### src/rtl/char_feeder.sv
`default_nettype none
// ============================================================================
// Module   : char_feeder
// Purpose  : Case-folding character FIFO feeding the block checker; emits
//            IDLE_CHAR whenever nothing is buffered.
// Revision : 1.0
// ============================================================================
module char_feeder #(
    parameter int         DEPTH     = 8,
    parameter logic [7:0] IDLE_CHAR = 8'h20
) (
    input  logic                     clk,
    input  logic                     reset,
    input  logic                     wr_valid,
    input  logic [7:0]               wr_data,
    output logic                     wr_ready,
    input  logic                     hold,
    output logic [7:0]               out_char,
    output logic                     out_valid,
    output logic [$clog2(DEPTH):0]   count,
    output logic                     overflow
);

    localparam int                  c_AW    = $clog2(DEPTH);
    localparam int                  c_CW    = c_AW + 1;
    localparam logic [c_CW-1:0]     c_FULL  = c_CW'(DEPTH);

    logic [7:0]       r_mem [DEPTH];
    logic [c_AW-1:0]  r_wr_ptr;
    logic [c_AW-1:0]  r_rd_ptr;
    logic [c_CW-1:0]  r_count;
    logic [7:0]       r_out_char;
    logic             r_out_valid;
    logic             r_overflow;

    logic             w_wr_ready;
    logic             w_wr_en;
    logic             w_pop;
    logic [7:0]       w_fold;

    // Acceptance uses pre-edge occupancy, so a full FIFO rejects even when a
    // pop happens on the same edge.
    assign w_wr_ready = (r_count < c_FULL);
    assign w_wr_en    = wr_valid && w_wr_ready;
    assign w_pop      = !hold && (r_count != '0);
    assign w_fold     = ((wr_data >= 8'h41) && (wr_data <= 8'h5A)) ? (wr_data + 8'h20) : wr_data;

    // Storage carries no reset; stale contents are unreachable once count is 0.
    always_ff @(posedge clk) begin
        if (reset && w_wr_en) begin
            r_mem[r_wr_ptr] <= w_fold;
        end
    end

    always_ff @(posedge clk) begin
        if (!reset) begin
            r_wr_ptr    <= '0;
            r_rd_ptr    <= '0;
            r_count     <= '0;
            r_out_char  <= IDLE_CHAR;
            r_out_valid <= 1'b0;
            r_overflow  <= 1'b0;
        end else begin
            if (w_wr_en) begin
                r_wr_ptr <= r_wr_ptr + c_AW'(1);
            end

            if (w_pop) begin
                r_out_char  <= r_mem[r_rd_ptr];
                r_out_valid <= 1'b1;
                r_rd_ptr    <= r_rd_ptr + c_AW'(1);
            end else if (!hold) begin
                r_out_char  <= IDLE_CHAR;
                r_out_valid <= 1'b0;
            end

            if (wr_valid && !w_wr_ready) begin
                r_overflow <= 1'b1;
            end

            case ({w_wr_en, w_pop})
                2'b10:   r_count <= r_count + c_CW'(1);
                2'b01:   r_count <= r_count - c_CW'(1);
                default: r_count <= r_count;
            endcase
        end
    end

    assign wr_ready  = w_wr_ready;
    assign out_char  = r_out_char;
    assign out_valid = r_out_valid;
    assign count     = r_count;
    assign overflow  = r_overflow;

endmodule
`default_nettype wire

### config.mk
export PLATFORM = sky130hd
export DESIGN_NAME = char_feeder
export DESIGN_NICKNAME = d
export VERILOG_FILES = /design/src/rtl/char_feeder.sv
export SDC_FILE = /design/constraint.sdc
export NUM_CORES = 1
export LEC_CHECK = 0
export ABC_CLOCK_PERIOD_IN_PS = 2500
export CELL_PAD_IN_SITES_DETAIL_PLACEMENT = 0
export CELL_PAD_IN_SITES_GLOBAL_PLACEMENT = 1
export CORE_ASPECT_RATIO = 1.75
export CORE_MARGIN = 2
export CORE_UTILIZATION = 48
export DETAILED_ROUTE_END_ITERATION = 8
export PLACE_DENSITY = 0.88
export SLEW_MARGIN = 0
export SYNTH_ARGS = -nofsm -noshare
export SYNTH_HDL_FRONTEND = slang
export SYNTH_SLANG_ARGS = --single-unit
### constraint.sdc
create_clock -name clk -period 2.5 [get_ports clk]
set_input_delay 0.25 -clock clk [delete_from_list [all_inputs] [get_ports clk]]
set_output_delay 0.25 -clock clk [all_outputs]
set_load 0.05 [all_outputs]
Word level (Yosys, flattened, before mapping)
Memory sizes are Yosys's and may differ from the RTL's. A register that Yosys moved wholly into a read port is not among the register bits.
Cells that the tools add are included.
W data, S select, Z words.
- flip-flop bits (word level): 20
- bits in writable memories: 64
- input bits: 12
- output and inout port bits: 15
- memories: 1
- memories (name ; depth ; bits a word ; rd ports ; clocked after Yosys merged registers in ; write ports ; RTL line ; RTL):
    r_mem ; 8 ; 8 ; 1 ; 1 ; 1 ; 28 ; logic [7:0] r_mem [DEPTH];
- $add $sub $neg: 5
- magnitude comparators: 3
- equal/unequal tests: 3
- mux-type cells: 10
- reduce and logical (&&, ||, !) cells: 9
- operators by type and width (cell ; number):
    $mux W8 ; 3
    $add A8 B6 Y8 const B ; 1
    $ge A8 B7 Y1 const B ; 1
    $le A8 B7 Y1 const B ; 1
    $pmux W4 S2 ; 1
    $add A3 B1 Y3 const B ; 2
    $mux W3 ; 2
    $logic_and A1 B1 Y1 ; 5
    $add A4 B1 Y4 const B ; 1
    $lt A4 B4 Y1 const B ; 1
    $mux W1 ; 4
    $reduce_bool A4 Y1 ; 1
    $sub A4 B1 Y4 const B ; 1
    $eq A2 B1 Y1 const B ; 1
    $eq A2 B2 Y1 const B ; 1
    $logic_not A1 Y1 ; 2
    $ne A2 B1 Y1 const B ; 1
    $reduce_bool A2 Y1 ; 1

Logic depth before layout (Yosys ltp)
Gate-level depths: netlist of the first run.
- depth in word-level cells: 5
- depth in mapped cells: 10
- gate-level depth less buffers: 9

Worst setup path before layout of the first run
No wires, ideal clock.
- path kind: reg2reg
- start: reg r_count[1], in the netlist count[1]
- end: reg r_count[2], in the netlist count[2]
- arrival time: 2373 ps
- required time: 2424 ps
- slack: 51 ps
- stages on the path, launching flop included: 11
- buffers on the path: 1
- period minus slack after synthesis: 2449 ps
- cell sequence: dfxtp_1 -> buf_2 -> nor4_4 -> nor2_2 -> ha_1 -> xor2_1 -> ha_1 -> a21oi_1 -> xor2_1 -> or3_1 -> a21boi_0
- word-level cells in the longest chain between the ends: 4
- elaborated cells on any way between the ends: 10
- ends and longest elaborated chain (element ; RTL line ; RTL):
    start: declaration ; 31 ; logic [c_CW-1:0] r_count;
    start signal: assignment ; 82 ; 2'b10: r_count <= r_count + c_CW'(1);
    start signal: assignment ; 83 ; 2'b01: r_count <= r_count - c_CW'(1);
    start signal: assignment ; 84 ; default: r_count <= r_count;
    $reduce_bool A4 Y1 * ; 45 ; assign w_pop = !hold && (r_count != '0);
    $logic_and A1 B1 Y1 * ; 45 ;
    named net w_pop ; 38 ; logic w_pop;
    $eq A2 B1 Y1 / $eq A2 B2 Y1 (equally long branches) ; 81 ; case ({w_wr_en, w_pop})
    $pmux W4 S2 / $reduce_bool A2 Y1 (equally long branches) ; n/a ;
The timed path passes the listed nets; every way through them passes the cells marked *.
A chain may end at the register's enable or synchronous reset.

Worst setup path after layout of the first run
- start: reg r_count[3], in the netlist count[3]
- end: reg r_count[2], in the netlist count[2]
Same word-level chain as after synthesis.

==> impl_metrics.ini, run 1 <==
[placed_design]
gp_congestion = 0.778
portBuffers = 26
post-place-ws_ns = 0.119
dp_hpwl_um = 4680

[power_and_ir_drop]
p_switching_uw = 1150
combPwrFrac = 0.236
leakagePower_uw = 0.00145
p_seq_frac = 0.457
p_int_uw = 2730
ir_drop_uv = 613
pwr-share-clk = 0.307
switching_share = 0.297
p_per_area_nw_per_um2 = 917
total_power_uw = 3880

[grt]
grt_pass1_vias = 2059
grtUsageTotal = 0.188
overflow = 0
antenna_found_initial = 0
grt_max_degree = 20
grt_first_pass_wirelength_um = 10400

[synthesis]
ys_seq_elements = 87
synth_area_sq_um = 3520
synth_cell_types = 36
synthCells = 239
synth_edf_count = 64
synthesis.nets = 257
synth_warnings = 0
async_reset_ff_frac = 0
ys_seq_area_frac = 0.676
synth_ff_type = edfxtp_1
postSynthAreaPerCell_sq_um = 14.7

[worst_setup_path]
slowest_stage = dfxtp_1
critPathTopFamily = simple AND/OR/NAND/NOR gates
crit_arrival_ns = 2.45
cp-start-kind = flop
crit_chain = nor4_4 -> nor2_2 -> ha_1 -> xor2_1 -> ha_1 -> a21oi_1 -> xor2_1 -> or3_1 -> a21boi_0
critPathRequiredTime_ns = 2.76
crit_path_max_incr_delay_ns = 0.38
endpoint_kind = flop
path_max_fanout = 6
cp_num_buf_inv = 0
crit_type = flop to flop

[timing]
period_minus_slack_ns = 2.19
fin_crit_sh = 0.874
rsz0062_at_grt = no
setup_violations = 0
relSlewSlack = 0.482
finalSetupTns_ns = 0
holdWs_ns = 0.460
worst_pin_slew_ns = 0.775
hold_viol = 0
clock.fmax_mhz = 457
finalClockSkew_ns = 0.00515
slew_viol_final = 0
setup_ws_ns = 0.314

[detailed_routing]
wl_per_cell_um = 17.9
drt_iter0_markers = 98
wirelength_um = 6660
dr.pass1.iters = 6
viasPerCell = 5.48
vias = 2032
ant_nets = 0
drc = 1

[run_status]
outcome = complete, but fails checks
violations = DRC

[clock_tree]
postCtsHoldBufs = 0
htreeDepth = 3
clk_pin_slew_worst_paths_ns = 0.06
clock-root-buffer = clkbuf_16
worstSkewPairLatency_ns = 0.34
cts_sinks = 87
cts_tree = done
cts_resized = 0
clock_path_buffers = 2
cts_setup_buffers = 0
numCtsBuffers = 9

[min_path]
hp-class = flop to flop

[floorplanning]
core_area_sq_um = 7180
fp.dieW_um = 68.8
initial_core_util = 0.491
die_y_um = 117
ioPinCount = 27
row_count = 41
design.die.area_sq_um = 8070

[finish]
drive_gt1_frac = 0.130
post-route-util = 0.589
final_nets = 298
antennaDiodeCount = 0
area_delta_synth_final_pct = 20.1

[job]
drv_cap = 0
==> cell families after synthesis <==
group / share of synthesized area
AND/OR/NAND/NOR: 0.0785
flip-flops: 0.676
adder cells (fa/ha/maj): 0.0213
multiplexers: 0.102
buffers and inverters: 0.0252
XOR/XNOR: 0.0174
AO/OA/AOI/OAI: 0.0795
==> path summary, 6_finish.rpt <==
kind | end | slack [ns] | cells past startpoint | start
setup / recovery | count[2]$_SDFFE_PN0P_ | 0.31 | 9 | count[3]$_SDFFE_PN0P_
hold / removal | out_char[4]$_SDFFE_PN0P_ | 0.46 | 1 | out_char[4]$_SDFFE_PN0P_
hold reg to reg | out_char[4]$_SDFFE_PN0P_ | 0.46 | 1 | out_char[4]$_SDFFE_PN0P_
setup reg to reg | count[2]$_SDFFE_PN0P_ | 0.31 | 9 | count[3]$_SDFFE_PN0P_
==> stage by stage <==
step | cell area, sq um | cells
floorplan | 3520 | 239
global placement | 3960 | 355
detailed placement | 3960 | 355
CTS | 4230 | 371
global route | 4230 | 371
finish | 4230 | 371
==> cell usage after synthesis, types with 2 or more instances <==
cell type	instances	area, sq um
nand2_1	8	30.0
nor3_1	5	25.0
a22oi_1	16	120
nor2b_1	10	62.6
xor2_1	5	43.8
edfxtp_1	64	1920
a32o_1	7	70.1
dfxtp_1	23	460
buf_2	2	10.0
buf_1	3	11.3
clkbuf_1	4	15.0
buf_4	3	22.5
mux2i_1	36	360
nor2_1	7	26.3
o21ai_0	2	10.0
nand3_1	2	10.0
ha_1	6	75.1
and2_1	8	50.1
a21oi_1	5	25.0
a31oi_1	2	12.5
xnor2_1	2	17.5
inv_1	5	18.8
==> flip-flops by register name, indices dropped and copies added, names as in the netlist, named ones only <==
register and count:
out_valid 1, out_char 8, overflow 1, r_mem 64, r_wr_ptr 3, r_rd_ptr 3
count 4
==> layout by cell type, fill, tap and decap left out, types with 2 or more instances in the layout <==
cell             netlist  routed
a21oi_1                5       5
xor2_1                 5       5
buf_4                  3      16
a32o_1                 7       7
nand2_1                8       8
clkinv_2               0       3
nor2b_1               10      10
clkbuf_1               4       2
clkdlybuf4s50_1        0      26
and2_1                 8       8
ha_1                   6       6
o21ai_0                2       2
mux2i_1               36      36
edfxtp_1              64      64
clkbuf_16              0       9
a31oi_1                2       2
dfxtp_1               23      22
inv_1                  5       5
nand3_1                2       2
nor3_1                 5       5
a22oi_1               16      16
nor2_1                 7       7
xnor2_1                2       2
==> worst register-to-register path: stages (launching register included) <==
cell,delay [ns]
dfxtp_1,0.38
nor4_4,0.34
nor2_2,0.08
ha_1,0.25
xor2_1,0.17
ha_1,0.19
a21oi_1,0.14
xor2_1,0.09
or3_1,0.30
a21boi_0,0.18
==> power groups by stage <==
stage / logic, uW / registers [uW] / clock network [uW]
6_report: 916 / 1770 / 1190
3_5_place_dp: 921 / 1810 / 0
5_1_grt: 984 / 1790 / 1270
2_1_floorplan: 445 / 1970 / 0
3_3_place_gp: 907 / 1800 / 0
4_1_cts: 925 / 1780 / 1210
==> routing by layer <==
| metal | wire [um] | track usage | up-vias |
|---|---|---|---|
| met4 | 231 | 0.105 | 0 |
| met3 | 270 | 0.0412 | 15 |
| met1 | 2360 | 0.195 | 987 |
| met2 | 3790 | 0.329 | 48 |
| li1 | - | - | 982 |
| met5 | 0 | 0 | - |
==> final cells by class <==
cell class	count	area (sq um)
clock buffer	12	246
clock inverter	4	21.3
multi-input combinational	134	1050
tap	86	108
fill	579	2950
inverter	5	18.8
sequential	87	2380
timing repair buffer	43	400
(Power assumes the default switching activity.)
==> run 2: changes to the inputs <==
--- a/config.mk
+++ b/config.mk
@@ -13,7 +13,8 @@
 export CORE_UTILIZATION = 48
 export DETAILED_ROUTE_END_ITERATION = 8
 export PLACE_DENSITY = 0.88
-export SLEW_MARGIN = 0
+export SETUP_SLACK_MARGIN = 0.4
+export SLEW_MARGIN = 5
 export SYNTH_ARGS = -nofsm -noshare
 export SYNTH_HDL_FRONTEND = slang
 export SYNTH_SLANG_ARGS = --single-unit
==> run 2 against run 1 <==
Against the previous run:
- the run now ends clean
- sequential power hardly changed
- final cell count is 0.54% higher
- sequential cell count stayed put
- worst hold slack better by 0.0099 ns
- critical path depth stayed put
- clock-buffer cell count is 2 lower
- largest power group unchanged
==> impl_metrics.ini, run 2 (synthesis gave the netlist of run 1 again) <==
[run_status]
outcome = finished clean

[clock_tree]
worstSkewPairLatency_ns = 0.33
numCtsBuffers = 9
clk_pin_slew_worst_paths_ns = 0.06
cts_tree = done
clock-root-buffer = clkbuf_16
htreeDepth = 3
clock_path_buffers = 2
cts_sinks = 87
postCtsHoldBufs = 0

[finish]
fin_area_sq_um = 4360
final_nets = 300
final_cell_mix = edfxtp_1 (64), mux2i_1 (36), clkdlybuf4s50_1 (26)
antennaDiodeCount = 0
drive_gt1_frac = 0.160
nFillCells = 557
largest_reg_flops = 64
area_delta_synth_final_pct = 23.6
largest_register = r_mem
final_common_cell = edfxtp_1

[grt]
grt_max_degree = 20
grtUsageTotal = 0.197
grt_first_pass_wirelength_um = 10900
antenna_found_initial = 0
grt_pass1_vias = 2099
overflow = 0

[worst_setup_path]
crit_type = flop to flop
endpoint_kind = flop
critPathRequiredTime_ns = 2.76
crit_arrival_ns = 2.30
cp-start-kind = flop
path_max_fanout = 6
critPathMostFrequentCell = xor2_1
crit_path_max_incr_delay_ns = 0.37
slowest_stage = dfxtp_4
crit_chain = nor4_4 -> nor2_4 -> ha_4 -> xor2_1 -> ha_1 -> a21oi_2 -> xor2_1 -> or3_1 -> a21boi_1

[power_and_ir_drop]
p_per_area_nw_per_um2 = 993
ir_drop_uv = 737
switching_share = 0.273
p_int_uw = 3150
p_seq_frac = 0.413
p_switching_uw = 1180
leakagePower_uw = 0.00150
combPwrFrac = 0.223
pwr-share-clk = 0.364
total_power_uw = 4330

[timing]
setup_violations = 0
holdWs_ns = 0.470
finalClockSkew_ns = 0.00466
finalSetupTns_ns = 0
worst_pin_slew_ns = 0.784
period_minus_slack_ns = 2.04
rsz0062_at_grt = yes
relSlewSlack = 0.476
hold_viol = 0
slew_viol_final = 0
clock.fmax_mhz = 491
fin_crit_sh = 0.815

[detailed_routing]
wl_per_cell_um = 18.8
drc = 0
viasPerCell = 5.65
ant_nets = 0
vias = 2109
dr.pass1.iters = 4
drt_iter0_markers = 97
wirelength_um = 7030

[floorplanning]
design.die.area_sq_um = 8070
initial_core_util = 0.491
die_y_um = 117
fp.dieW_um = 68.8
ioPinCount = 27
core_area_sq_um = 7180
row_count = 41

[min_path]
hp-class = flop to flop

[job]
drv_cap = 0

[placed_design]
portBuffers = 26
dpl_cell_area_sq_um = 3960
dp_hpwl_um = 4790
gp_congestion = 0.746
run 2: cell count changes in the layout (fill, tap and decap cells not counted), sizes merged:
cell | previous run | this run
buf | 17 | 19
clkbuf | 12 | 10
bufinv | 0 | 4
clkinv | 3 | 1
run 2: metrics by stage:
step | setup WS (ns) | std cells | util
2_1_floorplan | 0.402 | 239 | -
3_3_place_gp | 0.250 | 354 | 0.552
3_5_place_dp | 0.125 | 354 | 0.552
4_1_cts | 0.425 | 372 | 0.606
5_1_grt | 0.371 | 373 | 0.607
6_report | 0.461 | 373 | 0.607
run 2: worst paths after layout:
kind	slack (ns)	depth (start not counted)	end	from
hold / removal	0.47	1	out_char[1]$_SDFFE_PN0P_	out_char[1]$_SDFFE_PN0P_
setup / recovery	0.46	9	count[2]$_SDFFE_PN0P_	count[3]$_SDFFE_PN0P_
hold reg to reg	0.47	1	out_char[1]$_SDFFE_PN0P_	out_char[1]$_SDFFE_PN0P_
setup reg to reg	0.46	9	count[2]$_SDFFE_PN0P_	count[3]$_SDFFE_PN0P_
run 2: power groups by stage:
stage          clock network [uW]  registers [uW]  logic, uW
2_1_floorplan                   0            1980        455
3_3_place_gp                    0            1810        896
3_5_place_dp                    0            1810        913
4_1_cts                      1600            1790        966
5_1_grt                      1660            1800       1040
6_report                     1580            1790        964
run 2: final cells by class:
class / instances / area, sq um / share of cell area
sequential: 87 / 2390 / 0.549
tap: 86 / 108 / 0.0247
clock buffer: 10 / 229 / 0.0525
multi-input combinational: 134 / 1070 / 0.247
timing repair buffer: 45 / 403 / 0.0924
clock inverter: 6 / 131 / 0.0301
inverter: 5 / 18.8 / 0.00431
run 2: worst max-delay path, delay by kind of cell (launching register included):
family          cells  cell delay, ns
fa+ha+maj           2            0.38
flops               1            0.37
compound gates      2            0.24
xor+xnor            2            0.24
simple gates        3            0.75
run 2: repair_timing:
action,4_1_cts,5_1_grt
setup buffers,2,1
gates resized for setup,3,0
gates cloned,0,0
pin swaps,2,4
setup endpoints to repair,1,1
run 2: routing by layer:
metal	wire [um]	part of all wire	track usage	vias to the layer above
met5	0	0	0	-
met4	380	0.054	0.113	0
met3	238	0.034	0.0403	22
met2	3820	0.54	0.343	64
met1	2590	0.37	0.206	1033
li1	-	-	-	990
==> run 3: changes to the inputs <==
--- a/config.mk
+++ b/config.mk
@@ -5,7 +5,7 @@
 export SDC_FILE = /design/constraint.sdc
 export NUM_CORES = 1
 export LEC_CHECK = 0
-export ABC_CLOCK_PERIOD_IN_PS = 2500
+export ABC_CLOCK_PERIOD_IN_PS = 1990
 export CELL_PAD_IN_SITES_DETAIL_PLACEMENT = 0
 export CELL_PAD_IN_SITES_GLOBAL_PLACEMENT = 1
 export CORE_ASPECT_RATIO = 1.75
==> constraint.sdc (replaced) <==
create_clock -name clk -period 1.99 [get_ports clk]
set_input_delay 0.199 -clock clk [delete_from_list [all_inputs] [get_ports clk]]
set_output_delay 0.199 -clock clk [all_outputs]
set_load 0.05 [all_outputs]
==> run 3 against run 2 <==
Against the previous run:
- sequential share of layout area decreased by 2.4 points
- register-to-register slack got worse by 0.46 ns
- clock-buffer cell count increased by 5
- sequential cell count unchanged
- global-route usage increased by 1.3 points
- worst setup slack got worse by 0.46 ns
- final area increased by 4.7%
- via count increased by 2.7%
- first-iteration DRC count increased by 64%
- worst hold slack got worse by 0.045 ns
==> impl_metrics.ini, run 3 (synthesis gave the netlist of run 1 again) <==
[detailed_routing]
wl_per_cell_um = 19.3
ant_nets = 0
wirelength_um = 7470
vias = 2165
drt_iter0_markers = 159
drc = 0
viasPerCell = 5.58
dr.pass1.iters = 5

[min_path]
hp-class = primary input to flop
min_from = wr_data[3]

[grt]
grt_max_degree = 20
overflow = 0
antenna_found_initial = 0
grt_pass1_vias = 2276
grtUsageTotal = 0.210
grt_first_pass_wirelength_um = 11700

[floorplanning]
fp.dieW_um = 68.8
core_area_sq_um = 7180
row_count = 41
design.die.area_sq_um = 8070
ioPinCount = 27
die_y_um = 117
initial_core_util = 0.491

[worst_setup_path]
r2r_start = count[3]$_SDFFE_PN0P_
r2r_cells = 9
endpoint_kind = flop
cp-start-kind = flop
critPathLaunch = count[3]$_SDFFE_PN0P_
crit_arrival_ns = 2.25
crit_end = count[2]$_SDFFE_PN0P_
ff2ff_setup_slack_ns = 0.0005
crit_type = flop to flop
path_max_fanout = 3
r2r-end = count[2]$_SDFFE_PN0P_
critPathRequiredTime_ns = 2.25

[finish]
nFillCells = 527
antennaDiodeCount = 0
drive_gt1_frac = 0.245
final_common_cell = edfxtp_1
largest_reg_flops = 64
largest_register = r_mem
final_nets = 315
post-route-util = 0.635
area_delta_synth_final_pct = 29.5
final_cell_mix = edfxtp_1 (64), mux2i_1 (36), buf_4 (22)

[placed_design]
dp_hpwl_um = 5070
portBuffers = 26
post-place-ws_ns = -0.195
gp_congestion = 0.793

[timing]
clock.fmax_mhz = 503
slew_viol_final = 0
worst_pin_slew_ns = 0.504
rsz0062_at_grt = yes
finalClockSkew_ns = 0.00289
hold_viol = 0
setup_ws_ns = 0.000485
period_minus_slack_ns = 1.99
setup_violations = 0
relSlewSlack = 0.665
fin_crit_sh = 1.00

[clock_tree]
clock_path_buffers = 2
htreeDepth = 3
postCtsHoldBufs = 0
cts_sinks = 87
worstSkewPairLatency_ns = 0.33
clock-root-buffer = clkbuf_16
numCtsBuffers = 9
cts_tree = done
clk_pin_slew_worst_paths_ns = 0.06

[power_and_ir_drop]
p_per_area_nw_per_um2 = 1100
leakagePower_uw = 0.00161
ir_drop_uv = 747

[run_status]
outcome = finished clean

[job]
drv_cap = 0
## run 3: cell types whose count changed in the layout (fill, tap and decap cells not counted), moves of 4 or more
cell             previous run  this run
bufinv_16                   4         0
buf_6                       0         8
clkdlybuf4s50_1            26         8
clkbuf_1                    1         6
nor3_1                      5         1
buf_12                      0         4
dlygate4sd2_1               0        17
nor2_1                      7         2
## run 3: critical path, stage by stage, from the launching register on
cell	delay, ns
dfxtp_4	0.36
nor4_4	0.34
nor2_4	0.08
ha_4	0.17
xor2_2	0.14
ha_2	0.18
a21oi_2	0.11
xor2_1	0.08
or3_1	0.32
a21boi_1	0.13
## run 3: cell type report
cell class | instances | area (sq um) | share of cell area
well taps | 86 | 108 | 0.0236
multi-input cells | 134 | 1220 | 0.267
clock buffers | 15 | 248 | 0.0543
inverters | 5 | 18.8 | 0.00411
repair buffers | 60 | 569 | 0.125
flip-flops and latches | 87 | 2400 | 0.526
clock inverters | 1 | 5.00 | 0.00110
## run 3: metal layers
metal | share of wire | track usage | up-vias | wire, um
met4 | 0.039 | 0.121 | 0 | 289
li1 | - | - | 1017 | -
met2 | 0.59 | 0.376 | 72 | 4390
met1 | 0.32 | 0.208 | 1055 | 2400
met3 | 0.052 | 0.0441 | 21 | 389
met5 | 0 | 0 | - | 0
## run 3: where the power goes
part,internal (uW),switching (uW)
clock network,845,598
logic,562,791
registers,2110,132
total,3520,1520
## run 3: what timing repair did
item | 4_1_cts | 5_1_grt
gates resized for setup | 32 | 15
pin swaps | 9 | 4
buffers inserted | 4 | 1
setup endpoints to repair | 44 | 72
## run 3: through the flow
stage	cells	hold slack (ns)	cell area [sq um]	setup TNS, ns	total power, uW
3_5_place_dp	367	0.457	4160	-3.59	3610
5_1_grt	388	0.444	4560	-0.0987	5250
4_1_cts	387	0.419	4500	0	5040
3_3_place_gp	367	0.451	4160	-2.59	3570
2_1_floorplan	239	0.298	3600	-0.0233	3120
6_report	388	0.426	4560	0	5040
## run 3: worst min-delay path by stage
stage	end	slack (ns)	depth (start not counted)
5_1_grt	r_mem[3][2]$_DFFE_PP_	0.44	2
3_3_place_gp	out_char[1]$_SDFFE_PN0P_	0.45	1
4_1_cts	r_mem[3][2]$_DFFE_PP_	0.42	2
6_report	r_mem[5][3]$_DFFE_PP_	0.43	2
3_5_place_dp	out_char[4]$_SDFFE_PN0P_	0.46	1
2_1_floorplan	r_mem[0][0]$_DFFE_PP_	0.30	0
